File: src/rtl/fetch_stage.sv
// Instruction-fetch stage with IF/ID pipeline register: owns the PC, keeps at most one
// instruction-memory request in flight, and applies decode-stage branch/jump/jr redirects.
module fetch_stage #(
    parameter logic [31:0] RESET_PC = 32'h0040_0000
) (
    input  logic        clk,
    input  logic        reset,
    input  logic        stall_decode,
    input  logic [1:0]  pc_source_decode,
    input  logic        jump_pc_decode,
    input  logic [31:0] branch_target_decode,
    input  logic [31:0] jump_target_decode,
    input  logic [31:0] jr_target_decode,
    output logic        imem_req,
    output logic [31:0] imem_addr,
    input  logic        imem_ready,
    input  logic        imem_rvalid,
    input  logic [31:0] imem_rdata,
    output logic [31:0] instr_decode,
    output logic [31:0] pc_plus4_decode,
    output logic        valid_decode,
    output logic [5:0]  opcode_decode,
    output logic [5:0]  funct_decode
);

    localparam int unsigned XLEN = 32;
    localparam logic [XLEN-1:0] INSTR_BYTES = XLEN'(4);

    typedef enum logic [1:0] {
        ST_RUN  = 2'd0,
        ST_WAIT = 2'd1,
        ST_DROP = 2'd2
    } state_t;

    state_t          state;
    state_t          state_next;
    logic [XLEN-1:0] pc_fetch;
    logic [XLEN-1:0] req_pc;
    logic            buf_valid;
    logic [XLEN-1:0] buf_instr;
    logic [XLEN-1:0] buf_pc;

    logic            resp;
    logic            keep;
    logic            accept;
    logic            redirect;
    logic [XLEN-1:0] target;

    // State register.
    always_ff @(posedge clk or posedge reset) begin
        if (reset) begin
            state <= ST_RUN;
        end else begin
            state <= state_next;
        end
    end

    // Handshake, redirect decode and next-state logic.
    always_comb begin
        state_next = state;
        resp       = imem_rvalid & (state != ST_RUN);
        keep       = imem_rvalid & (state == ST_WAIT);
        // Never issue if the returning/buffered instruction could not drain into IF/ID.
        imem_req   = !reset
                   & ((state == ST_RUN) | resp)
                   & !(buf_valid & stall_decode)
                   & !(stall_decode & keep);
        accept     = imem_req & imem_ready;
        redirect   = valid_decode & !stall_decode
                   & (jump_pc_decode | (|pc_source_decode));
        target     = branch_target_decode;
        if (jump_pc_decode) begin
            target = jr_target_decode;
        end else if (pc_source_decode[1]) begin
            target = jump_target_decode;
        end

        if (accept) begin
            state_next = redirect ? ST_DROP : ST_WAIT;
        end else if (resp) begin
            state_next = ST_RUN;
        end else if ((state == ST_WAIT) && redirect) begin
            state_next = ST_DROP;
        end
    end

    assign imem_addr     = pc_fetch;
    assign opcode_decode = instr_decode[31:26];
    assign funct_decode  = instr_decode[5:0];

    // PC, outstanding-request PC, skid buffer and IF/ID register.
    always_ff @(posedge clk or posedge reset) begin
        if (reset) begin
            pc_fetch        <= RESET_PC;
            req_pc          <= '0;
            buf_valid       <= 1'b0;
            buf_instr       <= '0;
            buf_pc          <= '0;
            instr_decode    <= '0;
            pc_plus4_decode <= '0;
            valid_decode    <= 1'b0;
        end else begin
            if (redirect) begin
                pc_fetch <= target;
            end else if (accept) begin
                pc_fetch <= pc_fetch + INSTR_BYTES;
            end

            if (accept) begin
                req_pc <= pc_fetch;
            end

            if (!stall_decode) begin
                if (redirect) begin
                    instr_decode    <= '0;
                    pc_plus4_decode <= '0;
                    valid_decode    <= 1'b0;
                    buf_valid       <= 1'b0;
                end else if (buf_valid) begin
                    instr_decode    <= buf_instr;
                    pc_plus4_decode <= buf_pc + INSTR_BYTES;
                    valid_decode    <= 1'b1;
                    buf_valid       <= 1'b0;
                end else if (keep) begin
                    instr_decode    <= imem_rdata;
                    pc_plus4_decode <= req_pc + INSTR_BYTES;
                    valid_decode    <= 1'b1;
                end else begin
                    instr_decode    <= '0;
                    pc_plus4_decode <= '0;
                    valid_decode    <= 1'b0;
                end
            end else if (keep) begin
                buf_valid <= 1'b1;
                buf_instr <= imem_rdata;
                buf_pc    <= req_pc;
            end
        end
    end

endmodule

File: config.mk
export PLATFORM = sky130hd
export DESIGN_NAME = fetch_stage
export DESIGN_NICKNAME = d
export VERILOG_FILES = /design/src/rtl/fetch_stage.sv
export SDC_FILE = /design/constraint.sdc
export NUM_CORES = 1
export LEC_CHECK = 0
export ABC_CLOCK_PERIOD_IN_PS = 7400
export CORE_ASPECT_RATIO = 1.1
export CORE_MARGIN = 2
export CORE_UTILIZATION = 50
export DETAILED_ROUTE_END_ITERATION = 10
export PLACE_DENSITY = 0.86
export SYNTH_ARGS = -nofsm -noshare
export SYNTH_HDL_FRONTEND = slang
export SYNTH_SLANG_ARGS = --single-unit
File: constraint.sdc
create_clock -name clk -period 7.4 [get_ports clk]
set_input_delay 0.74 -clock clk [delete_from_list [all_inputs] [get_ports clk]]
set_output_delay 0.74 -clock clk [all_outputs]
set_load 0.01 [all_outputs]
After elaboration in Yosys (flattened, before gate mapping)
Index checks and enable logic that the tools add are counted.
Storage, ports and cells
  flip-flop bits (word level): 196
  input port bits: 136
  output and inout port bits: 110
  logic and storage cells: 56
Operators by class
  add/subtract/negate cells: 3
  equality and inequality tests: 2
  muxes and demuxes: 19
  bitwise logic cells: 12
  reductions and logical operators: 11
Operator list (count)
  two-way mux 32 bit: 10
  adder 32 x 3 -> 32 bit, second input constant: 3
  AND 1 bit: 10
  two-way mux 2 bit: 4
  two-way mux 1 bit: 5
  logical NOT 1 bit: 4
  nonzero test 2 bit: 2
  nonzero test 3 bit: 1
  equality test 2 x 1 -> 1 bit, second input constant: 1
  logical NOT 2 bit: 1
  inequality test 2 bit, second input constant: 1
  bitwise OR 1 bit: 2
  AND reduction 2 bit: 1
  OR reduction 2 bit: 1
  logical AND 1 bit: 1

Longest topological paths before layout
Gate-level depths: netlist of the first run.
  depth after elaboration: 9
  gate-level depth with buffers: 8
  depth with buffers taken out: 6

Least setup slack after synthesis of the first run
No wires, ideal clock.
  kind: input port to output port
  start point: input reset
  end point: output imem_req
  data arrival time: 5.218 ns
  required time: 6.660 ns
  slack: 1.442 ns
  stages on the path: 3
  buffers on the path: 0
  cells stage by stage: inv_1 -> nand2_1 -> nor2_1
On the way
  cells in the longest elaborated chain, start to end: 4
RTL lines
  start, declared: line 7  | input logic reset,
  logical NOT 1 bit (no line)
  AND 1 bit: line 65  | & ((state == ST_RUN) | resp)
  AND 1 bit: line 66  | & !(buf_valid & stall_decode)
  AND 1 bit: line 67  | & !(stall_decode & keep);
  end, declared: line 14  | output logic imem_req,
No other way between the ends.

Worst setup path after layout of the first run
Same ends and word-level chain as after synthesis.

==> results summary, run 1 <==
The run finished with clean final reports. TritonCTS built the clock tree. The most numerous cell in the Yosys netlist is sky130_fd_sc_hd__dfrtp_1. The critical path starts at reset. In this run the clock root is driven by a sky130_fd_sc_hd__clkbuf_16. In this run the most critical hold path is launched from pc_plus4_decode[1]$_DFFE_PP0N_.

The maximum single-stage delay on the critical path is 0.55 ns. The kind of critical path is in -> out. The instance area after placement came out at 12500 sq um. The total negative slack is 0 ns.

The total CTS buffers came out at 17. For this run, the detailed router's first-pass iteration total came to 5. The tightest slew margin relative to the limit is 22.9%. The placeable core region came out at 19800 sq um. The area of all placed cells without fillers came out at 13100 sq um. The count of nets left with antenna violations once routing finished came out at 0. The number of pins exceeding their max-slew limit in the final report is 0. Cells fill 66.3% of the core in the end. Broken down by cell family, the worst path's largest delay share belongs to buffers and inverters. The number of distinct library cells after synthesis came out at 49.

In the synthesized netlist, the cells that appear most often are sky130_fd_sc_hd__dfrtp_1, sky130_fd_sc_hd__mux2_2, sky130_fd_sc_hd__nand2_1. The number of nets in the layout came out at 1278. The fraction of registers with async set/reset is 100%. Synthesis produced a netlist with a net count of 1077. Setup repair after global routing left no endpoint under its margin. The die is 139 um wide. After technology mapping, the gate count stands at 938. The worst endpoint data arrival time is 2.62 ns.

Wires add up to 23.5 mm. Among all flip-flop cells after synthesis, the most frequent one is sky130_fd_sc_hd__dfrtp_1. The reg-to-reg startpoint is state[0]$_DFFE_PP0P_.

The worst setup path is launched from a primary input. The post-synth design cell area is 10000 sq um. The upper clock frequency limit is 298 MHz.

The number of cells upsized or downsized after cts came out at 0. The data required time of the worst path is 6.66 ns. CTS saw 196 sinks. The detailed router's first-iteration violation count came out at 396. Among all stages on the critical path, the largest delay is contributed by sky130_fd_sc_hd__inv_8.

The H-tree generated during clock tree synthesis spans 4 levels. The maximum number of pins on one net before global-route repair is 125. The slew at the pin closest to its max-slew limit is 1.16 ns.

Row generation in the floorplan step produced 54 rows. The die height came out at 153 um. After clock tree synthesis, the setup repair step added 0 buffers. The average detailed-routed wire length per instance is 16.8 um. The largest voltage drop on the vdd net is 0.176 mV. The number of flops mapped to enable cells by yosys is 0. The final HPWL from detailed placement came out at 17.0 mm. The overall via count from detail_route came out at 7844. The sequential-to-total area share from yosys stat came out at 48.8%. The final weighted congestion in routability-driven placement came out at 0.855. The highest fanout seen on the critical path came out at 124. The power per standard cell area came out at 325 nW/um^2. The overall track demand over capacity in global routing is 22.6%.

The remaining global-route overflow is 0. The register bit total from synthesis came out at 196. The max capacitance violation total came out at 0. The count of buffers inserted at the top-level ports came out at 245. In this run the deepest clock path goes through 2 buffers.

The cell seen most often among critical-path stages is sky130_fd_sc_hd__clkdlybuf4s50_1. For this design, the CTS-stage hold fixing added 0 buffers. The initial antenna violation count came out at 0.

The top-area cell type share of the netlist area is 48.6%. The clock period minus worst slack is 3.36 ns. On the final layout, the worst clock skew is 0.0118 ns.

Yosys printed 0 warnings. The biggest area contributor in the post-synthesis netlist is sky130_fd_sc_hd__dfrtp_1. For this run, the number of standard cells in the final layout without fillers is 1402.

Pin placement for this block handled 246 I/O pins. The number of endpoints failing setup at the final stage is 0. The tightest hold margin came out at 0.493 ns.

The number of global-route vias before repair is 7774. The synthesized area per cell came out at 10.7 sq um. The count of unresolved DRC violations after routing is 0. The leakage power of the design came out at 5.24 nW.

The area growth from synthesis to layout came out at 30.8%. The clock insertion delay at the later pin of the skew report is 0.42 ns. The period utilization came out at 45.4%. The total instance count after detailed placement came out at 1372. The count of endpoints failing hold in the final timing report is 0. The clock-pin slew reported for the worst setup and hold paths after clock tree synthesis came out at 0.06 ns. Walking the worst path, the cells encountered are clkdlybuf4s50_1, inv_8, nand2_1, nor2_1, clkdlybuf4s50_1. The area of the die came out at 21200 sq um. The starting utilization of the core area is 50.7%.

The average vias per placed instance is 5.59. The min-delay analysis places its worst path in the category reg -> reg. The total buffers and inverters traversed by the critical path came out at 3. By area the synthesized netlist is led by sky130_fd_sc_hd__dfrtp_1, sky130_fd_sc_hd__mux2_2, sky130_fd_sc_hd__mux2i_1. The share of final-layout standard cells stronger than drive strength 1 is 13.1%. The first global-routing pass estimated 39.7 mm of wire. STA classifies the critical path endpoint as an output pin. The final antenna diode count came out at 0.
## sequential cells by signal (all words and copies together) (netlist names)
signal and cells:
imem_addr 32, pc_plus4_decode 32, buf_pc 32, buf_valid 1, state 2, req_pc 32, instr_decode 32, buf_instr 32
valid_decode 1
## through the flow
stage	total power, mW	worst slack, ns
final	4.27	4.04
after global placement	3.26	3.87
after floorplan	2.68	1.30
after global routing	4.54	3.78
after detailed placement	3.33	3.91
after CTS	4.29	3.90
## layer usage
layer | part of all wire [%] | up-vias | global-route usage [%]
met3 | 5.6 | 22 | 3.87
met1 | 44 | 3801 | 30.7
li1 | - | 3752 | -
met2 | 49 | 269 | 37.7
met5 | 0 | - | 0
met4 | 1.1 | 0 | 6.49
## final timing paths
kind                                             endpoint  slack [ns]  depth (start not counted)
min reg2reg                pc_plus4_decode[1]$_DFFE_PP0N_        0.49                          2
max in group asynchronous           buf_valid$_DFFE_PP0P_        4.93                          3
max reg2reg                        buf_pc[21]$_DFFE_PP0P_        4.99                          5
min                        pc_plus4_decode[1]$_DFFE_PP0N_        0.49                          2
max                                              imem_req        4.04                          5
min in group asynchronous        imem_addr[9]$_DFFE_PP0P_        0.85                          2
## power breakdown
group / internal [mW] / leakage [nW] / switching, mW
combinational: 0.810 / 2.53 / 0.571
sequential: 1.48 / 2.42 / 0.466
clock: 0.552 / 0.299 / 0.400
total: 2.84 / 5.24 / 1.44
## cell type report
class / count / area (sq um)
Inverter: 4 / 22.5
Sequential cell: 196 / 4910
Fill cell: 1534 / 6660
Timing Repair Buffer: 251 / 2480
Multi-Input combinational cell: 669 / 4800
Clock buffer: 20 / 457
Tap cell: 252 / 315
Clock inverter: 10 / 146
## logic make-up after synthesis
group | Yosys count | share of synthesized area (%)
and+or+nand+nor | 268 | 13.2
DFF | 196 | 48.8
muxes | 163 | 17.4
AOI/OAI and AO/OA | 152 | 9.49
xor gates and xnor gates | 83 | 7.24
buffers and inverters | 73 | 3.39
adders and majority gates | 3 | 0.374
## cell usage in the layout, fill, tap and decap left out, types with 8 or more instances in the layout
master                            synthesis  layout
sky130_fd_sc_hd__and3_1                  15      15
sky130_fd_sc_hd__xor2_1                  41      41
sky130_fd_sc_hd__dfrtp_1                195     194
sky130_fd_sc_hd__xnor2_1                 42      42
sky130_fd_sc_hd__nand2_1                 94      93
sky130_fd_sc_hd__o21ai_0                 51      50
sky130_fd_sc_hd__nor3_1                  12      12
sky130_fd_sc_hd__mux2_2                  94      94
sky130_fd_sc_hd__nor2_1                  50      50
sky130_fd_sc_hd__clkdlybuf4s50_1          0     242
sky130_fd_sc_hd__a22oi_1                  8       8
sky130_fd_sc_hd__clkbuf_16                0      17
sky130_fd_sc_hd__a21oi_1                 37      37
sky130_fd_sc_hd__nand4_1                 18      18
sky130_fd_sc_hd__a211oi_1                30      30
sky130_fd_sc_hd__nand3_1                 39      39
sky130_fd_sc_hd__o221ai_1                14      14
sky130_fd_sc_hd__and4_1                  10      10
sky130_fd_sc_hd__mux2i_1                 69      69
## worst reg2reg max path, cell delays in order, from the launching register on
cell and delay, ns:
sky130_fd_sc_hd__dfrtp_1 0.41, sky130_fd_sc_hd__nor2b_2 0.17, sky130_fd_sc_hd__and2_2 0.23, sky130_fd_sc_hd__nand2_2 0.45, sky130_fd_sc_hd__buf_4 0.60, sky130_fd_sc_hd__mux2_2 0.43
Note: power is estimated with default switching activity, not from simulation.
==> inputs of run 2 (changes only) <==
- ABC_CLOCK_PERIOD_IN_PS: 7400 -> 2790
- CORE_UTILIZATION: 50 -> 45
- PLACE_DENSITY: 0.86 -> 0.82
- clock period: 7.4 -> 2.79 ns (I/O delays scaled with it)
==> run 2 against run 1 <==
First-iteration DRC count is 15% lower. Critical path type is now reg -> out. Clock-buffer cell count is 1 higher. Sequential power grew to 2.6 times the previous value. Sequential cell count stayed put.
==> results summary, run 2 (synthesized netlist as in run 1, its figures left out) <==
Result of the run: finished clean (unchanged). The number of endpoints failing setup at the final stage came to 0 (unchanged). The kind of critical path was reg -> out (was in -> out). The final weighted congestion in routability-driven placement is 0.829 (was 0.855).

The power per standard cell area is 858 nW/um^2 (was 325 nW/um^2). The filler cell count is 1808 (was 1534). Unrepaired setup endpoints after global routing: false (unchanged). The average vias per placed instance came out at 5.32 (was 5.59). The number of clock sinks is 196 (unchanged). The clock tree from TritonCTS is yes (unchanged). The number of buffers on the longest clock path came out at 2 (unchanged). Most used cells in the layout excluding fill and tap cells: sky130_fd_sc_hd__clkdlybuf4s50_1, sky130_fd_sc_hd__dfrtp_1, sky130_fd_sc_hd__mux2_2 (unchanged). The tightest slew margin relative to the limit is 32.5% (was 22.9%).

The number of nets in the layout is 1289 (was 1278). The max capacitance violation total is 0 (unchanged). The total chip power came out at 11.4 mW (was 4.27 mW).

The die height is 161 um (was 153 um). The count of buffers inserted at the top-level ports is 245 (unchanged). The number of cells upsized or downsized after cts is 0 (unchanged). The iteration count of the initial detailed-routing pass came out at 4 (was 5).

The number of global-route vias before repair came out at 7604 (was 7774). The global-route wire length before repair is 39.0 mm (was 39.7 mm). The final HPWL from detailed placement came out at 17.4 mm (was 17.0 mm). The period utilization came out at 79.0%. The die width came out at 146 um (was 139 um). The clock period minus worst slack came out at 2.20 ns. The slew at the pin closest to its max-slew limit is 1.01 ns (was 1.16 ns). The instance area after placement came out at 12700 sq um (was 12500 sq um).

The area of the die is 23500 sq um (was 21200 sq um). The overall track demand over capacity in global routing came out at 20.6% (was 22.6%). The total CTS buffers came to 17 (unchanged).

The number of pins exceeding their max-slew limit in the final report came to 0 (unchanged). The share of final-layout standard cells stronger than drive strength 1 came out at 13.8% (was 13.1%). The worst endpoint data arrival time came out at 1.93 ns (was 2.62 ns). The wire length on met3 came out at 1.27 mm (was 1.33 mm). The footprint of the multi-input gates is 4800 sq um (unchanged).

The final antenna diode count came out at 0 (unchanged). The routed wire length came out at 23.9 mm (was 23.5 mm). The starting utilization of the core area came to 45.6% (was 50.7%). The remaining antenna violation count came out at 0 (unchanged). The initial antenna violation count is 0 (unchanged).

The sequential cell area came to 4910 sq um (unchanged). The largest voltage drop on the vdd net came out at 0.402 mV (was 0.176 mV). The leakage power of the design is 5.30 nW (was 5.24 nW). The clock-pin slew reported for the worst setup and hold paths after clock tree synthesis is 0.07 ns (was 0.06 ns). The clock insertion delay at the later pin of the skew report came out at 0.43 ns (was 0.42 ns). The remaining global-route overflow is 0 (unchanged). The count of endpoints failing hold in the final timing report came out at 0 (unchanged).

The area of all placed cells without fillers was 13300 sq um (was 13100 sq um). The data required time of the worst path came out at 2.51 ns (was 6.66 ns). The total met2 wirelength after detailed routing is 11.6 mm (was 11.5 mm). The overall via count from detail_route is 7754 (was 7844). The clock skew came out at 0.0153 ns (was 0.0118 ns). The area growth from synthesis to layout came out at 32.5% (was 30.8%). The detailed-route wire length on metal 1 is 10.7 mm (was 10.4 mm). The sort of element at the end of the critical path is an output pin (unchanged).

The number of H-tree levels is 4 (unchanged). The maximum number of pins on one net before global-route repair is 197 (was 125). The uppermost layer routed is met4 (unchanged). The most common cell after layout, fill and taps aside is sky130_fd_sc_hd__clkdlybuf4s50_1 (unchanged). The average detailed-routed wire length per instance is 16.4 um (was 16.8 um).

The path class of the lowest-slack min-delay path is in -> reg (was reg -> reg). The highest fanout seen on the critical path is 7 (was 124). The hold-fix buffer count after cts came out at 0 (unchanged). The number of rows created at floorplan is 57 (was 54). The post-CTS setup buffer count is 0 (unchanged).

The upper clock frequency limit is 454 MHz. The count of unresolved DRC violations after routing is 0 (unchanged). The detailed router's first-iteration violation count is 335 (was 396). The total I/O pin count came out at 246 (unchanged). The placeable core region was 22000 sq um (was 19800 sq um). The sort of element at the start of the critical path is a flop (was primary input). The clock tree root buffer cell is sky130_fd_sc_hd__clkbuf_16 (unchanged).
## run 2: cell count changes in the layout (fill, tap and decap cells not counted)
cell,previous run,this run
sky130_fd_sc_hd__clkbuf_8,2,0
sky130_fd_sc_hd__clkbuf_1,1,4
sky130_fd_sc_hd__clkinvlp_4,0,1
sky130_fd_sc_hd__buf_4,6,15
sky130_fd_sc_hd__buf_12,0,2
sky130_fd_sc_hd__bufinv_16,3,4
sky130_fd_sc_hd__inv_8,2,1
## run 2: per-stage QoR
step	TNS (ns)	std cells	hold WS [ns]	setup slack, ns	util, %
floorplan	-6.59	938	0.368	-0.800	-
detailed placement	0	1426	0.473	0.447	57.6
global route	0	1458	0.410	0.482	60.4
finish	0	1458	0.413	0.586	60.4
global placement	0	1426	0.465	0.490	57.6
CTS	0	1458	0.393	0.558	60.4
## run 2: where the power goes
| part | internal (mW) | switching [mW] | leakage [nW] |
|---|---|---|---|
| Sequential | 3.91 | 1.22 | 2.42 |
| Combinational | 2.17 | 1.53 | 2.58 |
| Clock | 1.52 | 1.06 | 0.302 |
## run 2: cell type report
cell class                 instances  area share [%]
clock inverter                    11            1.33
sequential                       196            36.9
multi-input combinational        669            36.1
tap                              295            2.77
inverter                           4           0.141
timing repair buffer             262            19.5
clock buffer                      21            3.31
## run 2: final timing paths
path | start | to | slack, ns | depth (start not counted)
min | stall_decode | pc_plus4_decode[1]$_DFFE_PP0N_ | 0.41 | 4
min reg2reg | instr_decode[22]$_DFFE_PP0N_ | instr_decode[22]$_DFFE_PP0N_ | 0.49 | 2
max in group asynchronous | reset | buf_valid$_DFFE_PP0P_ | 1.44 | 3
max | state[0]$_DFFE_PP0P_ | imem_req | 0.59 | 4
min in group asynchronous | reset | imem_addr[5]$_DFFE_PP0P_ | 0.59 | 3
max reg2reg | imem_addr[9]$_DFFE_PP0P_ | imem_addr[31]$_DFFE_PP0P_ | 0.64 | 6
## run 2: metal layers
metal / GRT usage (%) / vias to the layer above
met3: 4.18 / 16
met4: 5.83 / 0
met1: 27.1 / 3715
met2: 34.8 / 243
met5: 0 / -
li1: - / 3780
## run 2: worst max-delay path, cell delays in order, from the launching register on
cell	delay (ns)
sky130_fd_sc_hd__dfrtp_1	0.41
sky130_fd_sc_hd__nor2b_2	0.17
sky130_fd_sc_hd__o21a_4	0.22
sky130_fd_sc_hd__nor2_1	0.14
sky130_fd_sc_hd__clkdlybuf4s50_1	0.56
